## src/rtl/pic_pkg.sv

```systemverilog
// Shared definitions for the PIC-style execute slice.
//   DATA_W / PC_W : datapath and program counter widths
//   OP_*          : 6-bit opcode field values (inst_reg[7:2])
//   alu_op_e      : 4-bit decoded ALU operation carried from decode to alu
package pic_pkg;

  localparam int unsigned DATA_W = 8;
  localparam int unsigned PC_W   = 17;

  localparam logic [5:0] OP_ADD  = 6'b000111;
  localparam logic [5:0] OP_AND  = 6'b000101;
  localparam logic [5:0] OP_IOR  = 6'b000100;
  localparam logic [5:0] OP_XOR  = 6'b000110;
  localparam logic [5:0] OP_SUB  = 6'b000010;
  localparam logic [5:0] OP_CLR  = 6'b000001;
  localparam logic [5:0] OP_MOV  = 6'b001000;
  localparam logic [5:0] OP_COM  = 6'b001001;
  localparam logic [5:0] OP_INC  = 6'b001010;
  localparam logic [5:0] OP_DEC  = 6'b000011;
  localparam logic [5:0] OP_SWAP = 6'b001110;
  localparam logic [5:0] OP_RL   = 6'b001101;
  localparam logic [5:0] OP_RR   = 6'b001100;
  localparam logic [5:0] OP_MISC = 6'b000000;

  typedef enum logic [3:0] {
    ALU_ADD  = 4'b0000,
    ALU_AND  = 4'b0001,
    ALU_IOR  = 4'b0010,
    ALU_XOR  = 4'b0011,
    ALU_SUB  = 4'b0100,
    ALU_CLR  = 4'b0101,
    ALU_MOV  = 4'b0110,
    ALU_COM  = 4'b0111,
    ALU_INC  = 4'b1000,
    ALU_DEC  = 4'b1001,
    ALU_SWAP = 4'b1010,
    ALU_RL   = 4'b1011,
    ALU_RR   = 4'b1100,
    ALU_MOVW = 4'b1101,
    ALU_NOP  = 4'b1111
  } alu_op_e;

endpackage

```

## src/rtl/alu.sv

```systemverilog
// Combinational ALU. a is the W register, b is the file register operand.
//   reset : forces ans to zero while high
//   inst  : ALU operation (alu_op_e encoding)
//   a, b  : DATA_W-bit operands
//   ans   : DATA_W+1-bit result, top bit is carry/borrow/rotated-out bit
module alu
  import pic_pkg::*;
#(
  parameter int unsigned DATA_W = pic_pkg::DATA_W
) (
  input  logic              reset,
  input  logic [3:0]        inst,
  input  logic [DATA_W-1:0] a,
  input  logic [DATA_W-1:0] b,
  output logic [DATA_W:0]   ans
);

  localparam int unsigned HALF = DATA_W / 2;

  logic [DATA_W:0] a_ext;
  logic [DATA_W:0] b_ext;
  logic [DATA_W:0] one;

  assign a_ext = {1'b0, a};
  assign b_ext = {1'b0, b};
  assign one   = {{DATA_W{1'b0}}, 1'b1};

  always_comb begin
    ans = '0;
    if (!reset) begin
      case (alu_op_e'(inst))
        ALU_ADD:  ans = a_ext + b_ext;
        ALU_AND:  ans = {1'b0, a & b};
        ALU_IOR:  ans = {1'b0, a | b};
        ALU_XOR:  ans = {1'b0, a ^ b};
        // Modulo subtraction leaves the borrow in the top bit when b < a.
        ALU_SUB:  ans = b_ext - a_ext;
        ALU_CLR:  ans = '0;
        ALU_MOV:  ans = b_ext;
        ALU_COM:  ans = {1'b0, ~b};
        ALU_INC:  ans = b_ext + one;
        ALU_DEC:  ans = b_ext - one;
        ALU_SWAP: ans = {1'b0, b[HALF-1:0], b[DATA_W-1:HALF]};
        ALU_RL:   ans = {b[DATA_W-1], b[DATA_W-2:0], b[DATA_W-1]};
        ALU_RR:   ans = {b[0], b[0], b[DATA_W-1:1]};
        ALU_MOVW: ans = a_ext;
        default:  ans = '0;
      endcase
    end
  end

endmodule

```

## src/rtl/decode.sv

```systemverilog
// Combinational instruction decoder.
//   inst_reg : instruction byte, [7:2] opcode, [1] destination, [0] ignored
//   inst     : decoded ALU operation (alu_op_e encoding)
//   d        : destination select, 0 = W, 1 = file register
module decode
  import pic_pkg::*;
(
  input  logic [7:0] inst_reg,
  output logic [3:0] inst,
  output logic       d
);

  logic [5:0] opcode;
  alu_op_e    op;
  logic       unused_bit0;

  assign opcode      = inst_reg[7:2];
  assign d           = inst_reg[1];
  assign unused_bit0 = inst_reg[0];

  always_comb begin
    op = ALU_NOP;
    case (opcode)
      OP_ADD:  op = ALU_ADD;
      OP_AND:  op = ALU_AND;
      OP_IOR:  op = ALU_IOR;
      OP_XOR:  op = ALU_XOR;
      OP_SUB:  op = ALU_SUB;
      OP_CLR:  op = ALU_CLR;
      OP_MOV:  op = ALU_MOV;
      OP_COM:  op = ALU_COM;
      OP_INC:  op = ALU_INC;
      OP_DEC:  op = ALU_DEC;
      OP_SWAP: op = ALU_SWAP;
      OP_RL:   op = ALU_RL;
      OP_RR:   op = ALU_RR;
      // All-zero opcode is MOVW only when writing to f; with d=0 it is a NOP.
      OP_MISC: op = inst_reg[1] ? ALU_MOVW : ALU_NOP;
      default: op = ALU_NOP;
    endcase
  end

  assign inst = op;

endmodule

```

## src/rtl/pcounter.sv

```systemverilog
// Free-running program counter.
//   clk     : rising-edge clock
//   reset   : asynchronous active-high clear
//   counter : current count, increments every clock, wraps to 0
module pcounter
  import pic_pkg::*;
#(
  parameter int unsigned PC_W = pic_pkg::PC_W
) (
  input  logic            clk,
  input  logic            reset,
  output logic [PC_W-1:0] counter
);

  logic [PC_W-1:0] count_q;

  always_ff @(posedge clk or posedge reset) begin
    if (reset) begin
      count_q <= '0;
    end else begin
      count_q <= count_q + {{(PC_W-1){1'b0}}, 1'b1};
    end
  end

  assign counter = count_q;

endmodule

```

## src/rtl/pic_exec_slice.sv

```systemverilog
// Execute-stage slice: program counter, instruction decoder and ALU.
//   clk      : system clock
//   reset    : asynchronous active-high reset (counter and ans)
//   inst_reg : instruction byte
//   b        : file-register operand
//   w        : W-register operand
//   counter  : program counter
//   inst     : decoded ALU op
//   d        : destination, 0 = W, 1 = file register
//   ans      : ALU result with carry/borrow in the top bit
module pic_exec_slice
  import pic_pkg::*;
#(
  parameter int unsigned PC_W   = pic_pkg::PC_W,
  parameter int unsigned DATA_W = pic_pkg::DATA_W
) (
  input  logic              clk,
  input  logic              reset,
  input  logic [7:0]        inst_reg,
  input  logic [DATA_W-1:0] b,
  input  logic [DATA_W-1:0] w,
  output logic [PC_W-1:0]   counter,
  output logic [3:0]        inst,
  output logic              d,
  output logic [DATA_W:0]   ans
);

  logic [3:0] dec_inst;

  pcounter #(.PC_W(PC_W)) u_pc (
    .clk     (clk),
    .reset   (reset),
    .counter (counter)
  );

  decode u_dec (
    .inst_reg (inst_reg),
    .inst     (dec_inst),
    .d        (d)
  );

  alu #(.DATA_W(DATA_W)) u_alu (
    .reset (reset),
    .inst  (dec_inst),
    .a     (w),
    .b     (b),
    .ans   (ans)
  );

  assign inst = dec_inst;

endmodule

```

## config.mk

```make
export PLATFORM = sky130hd
export DESIGN_NAME = pic_exec_slice
export DESIGN_NICKNAME = d
export VERILOG_FILES = /design/src/rtl/pic_pkg.sv /design/src/rtl/alu.sv /design/src/rtl/decode.sv /design/src/rtl/pcounter.sv /design/src/rtl/pic_exec_slice.sv
export SDC_FILE = /design/constraint.sdc
export NUM_CORES = 1
export LEC_CHECK = 0
export CELL_PAD_IN_SITES_DETAIL_PLACEMENT = 2
export CELL_PAD_IN_SITES_GLOBAL_PLACEMENT = 2
export CORE_ASPECT_RATIO = 1.5
export CORE_MARGIN = 8
export CORE_UTILIZATION = 26
export DETAILED_ROUTE_END_ITERATION = 6
export PLACE_DENSITY_LB_ADDON = 0.1
export RECOVER_POWER = 50
export SLEW_MARGIN = 20
export SYNTH_ARGS = -nofsm -noshare
export SYNTH_HDL_FRONTEND = slang
export SYNTH_SLANG_ARGS = --single-unit
```

## constraint.sdc

```tcl
create_clock -name clk -period 2.82 [get_ports clk]
set_input_delay 0.282 -clock clk [delete_from_list [all_inputs] [get_ports clk]]
set_output_delay 0.282 -clock clk [all_outputs]
set_load 0.02 [all_outputs]
```

Word-level counts from Yosys, hierarchy flattened

Cells that the tools add are included.

Output and inout port bits: 31
Register bits after elaboration: 17
Bits of input ports: 26

Eq/ne operators: 25
$add $sub $neg: 5
Bitwise operators: 4
Reductions and logical operators: 2
Mux-type cells: 4

Operators with widths:

| cell                    | number |
|---|---|
| $pmux W9 S13            | 1 |
| $pmux W4 S14            | 1 |
| $eq A6 B4 Y1 const B    | 6 |
| $eq A4 B4 Y1 const B    | 6 |
| $eq A6 B3 Y1 const B    | 4 |
| $add A17 B1 Y17 const B | 1 |
| $eq A4 B3 Y1 const B    | 3 |
| $eq A6 B2 Y1 const B    | 2 |
| $add A8 B1 Y9 const B   | 1 |
| $add A8 B8 Y9           | 1 |
| $mux W9                 | 1 |
| $sub A8 B1 Y9 const B   | 1 |
| $sub A8 B8 Y9           | 1 |
| $and A8 B8 Y8           | 1 |
| $eq A4 B2 Y1 const B    | 2 |
| $not A8 Y8              | 1 |
| $or A8 B8 Y8            | 1 |
| $xor A8 B8 Y8           | 1 |
| $eq A6 B1 Y1 const B    | 1 |
| $logic_not A6 Y1        | 1 |
| $eq A4 B1 Y1 const B    | 1 |
| $logic_not A4 Y1        | 1 |
| $mux W2                 | 1 |

Depth between registers and ports, before layout

Word-level depth: 5
Gate-level depth with buffers: 13
Gate-level depth less buffers: 11

Modules after synthesis

From an unflattened synthesis, not the netlist that was laid out.

Cells, all modules: 371
Area total of the unflattened synthesis: 2,772.7 sq um

Modules (own cells, without submodules):

| module   | cells an instance | instances | area each (sq um) |
|---|---|---|---|
| alu      | 283               | 1         | 1,859.3 |
| pcounter | 63                | 1         | 764.5 |
| decode   | 25                | 1         | 148.9 |

Least setup slack after synthesis

No wires, ideal clock.

Path type: in2out
Start point: input port inst_reg[2]
End point: output port ans[6]
Path buffers: 3
Data arrival time: 3,023 ps
Stages: 13
Slack: -485 ps
Path through: clkbuf_2 > buf_2 > buf_2 > nor2b_1 > o21ai_0 > o21ai_0 > ha_1 > fa_1 > nor2b_1 > o211a_1 > nor3_1 > or4_1 > a31oi_1

Cells in the longest elaborated chain, start to end: 5
Elaborated cells on any way between the ends: 30
Those cells by class: 25 x eq/ne; 3 x mux; 2 x reduce/logical

Ends and longest elaborated chain:

| item                                 | RTL line             | text |
|---|---|---|
| from (decl)                          | pic_exec_slice.sv:19 | `input logic [7:0] inst_reg,` |
| $eq A6 B4 Y1 (tied with other cells) | decode.sv:23         | `case (opcode)` |
| $pmux W4 S14 *                       | decode.sv:23         |  |
| $eq A4 B4 Y1 (tied with other cells) | alu.sv:31            | `case (alu_op_e'(inst))` |
| $pmux W9 S13 *                       | alu.sv:31            |  |
| $mux W9 *                            | alu.sv:30            | `if (!reset) begin` |
| to (decl)                            | pic_exec_slice.sv:25 | `output logic [DATA_W:0] ans` |

Mark *: on every way between the ends. The rest lies on a longest branch, timed or not.

Worst setup path in the final report

Start point: input port w[6]
End point: output port ans[8]

Cells in the longest elaborated chain, start to end: 3
Elaborated cells on any way between the ends: 4
Those cells by class: 2 x add/sub; 2 x mux

Ends and longest elaborated chain:

| item                                                  | RTL line             | text |
|---|---|---|
| from (decl)                                           | pic_exec_slice.sv:21 | `input logic [DATA_W-1:0] w,` |
| $sub A8 B8 Y9 / $add A8 B8 Y9 (equally long branches) | alu.sv:37, alu.sv:32 |  |
| $pmux W9 S13 *                                        | alu.sv:31            |  |
| $mux W9 *                                             | alu.sv:30            |  |

Marked as above.

==> results.md <==
* Commonest non-fill, non-tap cell in the layout: buf_4
* Drt pass-1 iters at 4
* FFs w/ async S/R, synth at 1.00
* Lkg Pwr at 1.96 nW
* CTS clk-pin slew, worst paths at 0.05 ns
* Final hold violation count at 0
* CP startpoint kind: primary input
* FF-to-FF End: u_pc.counter[16]
* Period Utilization, post-route at 1.05
* FF-to-FF path depth at 5
* Max IR drop VDD at 0.000326 V
* DRC violations left at 0
* Biggest cell delay along the critical path at 0.56 ns
* Synth Warn # at 0
* TritonCTS clock tree: built
* Crit-path max FO at 2
* Chip height at 136 um
* Drt total wl at 13100 um
* Clock Skew at 0.00220 ns
* CP Cell Sequence: dlygate4sd2_1, nor4_4, buf_4, xnor2_1, o22a_1, ha_2, or4_4, o22ai_4, xor2_2, o31ai_4, buf_6
* Final Util at 0.457
* Post-synth cell types at 55
* Post-DP HPWL at 9980 um
* Worst Path Buf+Inv at 3
* Io pins at 57
* Fill cell count at 1068
* Failing checks: setup timing
* FF-to-FF Start: u_pc.counter[0]
* Clock Sinks at 17
* Tmin final at 2.96 ns
* Dpl cells at 561
* # nets final at 526
* Starting Density at 0.263
* Synth Instances at 322
* Port bufs at 55
* Post-synth EDFFs at 0
* HP Class: flop to flop
* Pwr/cell area at 255 nW/um^2
* CP max-delay cell: or4_4
* Worst Min Path Start: u_pc.counter[16]
* First-pass GRT wire length at 19000 um
* Share of layout cells above drive strength 1 at 0.397
* Yosys reg bits at 17
* Seq/Total Area, Yosys at 0.170
* ANT nets after route at 0
* Avg Inst Size Synth at 7.78 um^2
* Critical path type: primary input to primary output
* Predominant post-synthesis flop cell: dfrtp_1
* H-tree Lvls at 1
* FMAX at 0.338 GHz
* Hold_ws at 0.475 ns
* Hold_buf cts at 0
* Setup TNS at -0.370 ns
* RSZ-0062 raised after global routing: yes
* Max reg flops at 17
* Total Power at 1.11 mW
* Outcome: finished, violations left
* Antenna violations before repair at 0
* Via count at 3163
* Largest net degree at the start of global routing at 26
* Post-route insts no fill at 586
* Crit-path leading delay family: simple AND/OR/NAND/NOR gates
* Hold Path Sink: u_pc.counter[16]
* Placed Area at 3820 um^2
* R2R Setup Slk at 1.08 ns
* Row count at 44
* Vias in the first global route at 3506
* Drt via density at 5.40
* Clock latency at the later pin of the worst-skew pair at 0.26 ns
* Finished Cell Area at 4350 um^2
* Arr. time, crit path at 2.68 ns
* CTS root buf: clkbuf_16
* Post-Syn Nets at 376
* Most frequent cells in the layout: buf_4, clkdlybuf4s50_1, nand2_1, nor2_1, ha_1
* Slew @ Worst Pin at 0.665 ns
* Max-Cap Viols at 0
* Cell area after synthesis at 2500 um^2
* Slew HR at 0.556
* Die area at 13100 um^2
* Placement Setup Slack at -1.30 ns
* Die width at 96.1 um
* Worst Setup End Kind: primary output
* First DRT Iteration DRCs at 100
* Max-slew violations at 0
* Total GRT Usage at 0.191
* Final setup viols at 4
* Area delta synth->final at 73.8%
* Core Area at 9520 um^2
* CTS buffer count at 3
* Gpl congestion at 0.839
* Worst Hold Depth at 1
* Final setup margin at -0.140 ns
* Data required, critical path at 2.54 ns
* Wirelength per Cell at 22.3 um
* Clock Path Buffers at 2
* N_diodes at 0
* GRT overflow at 0
what timing repair did:
action / CTS / global route
setup endpoints to repair: 10 / 8
buffers inserted: 15 / 6
gates resized for setup: 139 / 33
pin swaps: 28 / 22
report_power, final:
| group | internal (mW) | switching (mW) | total [mW] |
|---|---|---|---|
| clock network | 0.190 | 0.101 | 0.291 |
| logic | 0.276 | 0.299 | 0.576 |
| registers | 0.244 | 0 | 0.244 |
Yosys cell counts, drive strengths merged (7+ instances only):
library cell	count	share of area
ha	27	0.13
a21oi	13	0.026
nand3	11	0.024
inv	22	0.033
nand2b	7	0.017
xnor2	13	0.045
nand2	32	0.048
dfrtp	17	0.17
a31oi	9	0.022
xor2	17	0.059
nor3	7	0.014
nor2	23	0.034
buf	10	0.025
clkbuf	8	0.016
o21ai	21	0.042
o211ai	9	0.027
logic make-up after synthesis:
kind of cell / share of synthesized area
compound gates: 0.251
xor+xnor: 0.105
fa+ha+maj: 0.143
buf+inv: 0.0749
flops: 0.170
mux: 0.0420
simple gates: 0.214
how the worst max path moves through the flow:
stage / startpoint / end / slack (ns) / depth (start not counted)
6_report: w[6] / ans[8] / -0.14 / 11
5_1_grt: w[6] / ans[8] / -0.21 / 11
4_1_cts: w[2] / ans[8] / -0.19 / 13
3_5_place_dp: inst_reg[4] / ans[7] / -1.30 / 12
3_3_place_gp: inst_reg[4] / ans[7] / -1.20 / 12
2_1_floorplan: inst_reg[2] / ans[6] / -0.04 / 13
layer usage:
layer  track usage  vias up  share of wire
met3        0.0160       34          0.031
met1         0.185     1583           0.36
met5             0        -              0
met2         0.375       86           0.57
met4         0.105        0          0.043
li1              -     1460              -
layout make-up:
class / instances / area [um^2] / area share
clock inverters: 1 / 5.00 / 0.00115
inverters: 22 / 87.6 / 0.0201
well taps: 115 / 144 / 0.0330
multi-input cells: 265 / 2230 / 0.512
flip-flops and latches: 17 / 425 / 0.0977
clock buffers: 3 / 75.1 / 0.0172
repair buffers: 163 / 1390 / 0.318
No activity file was read; power rests on OpenSTA's default activity.
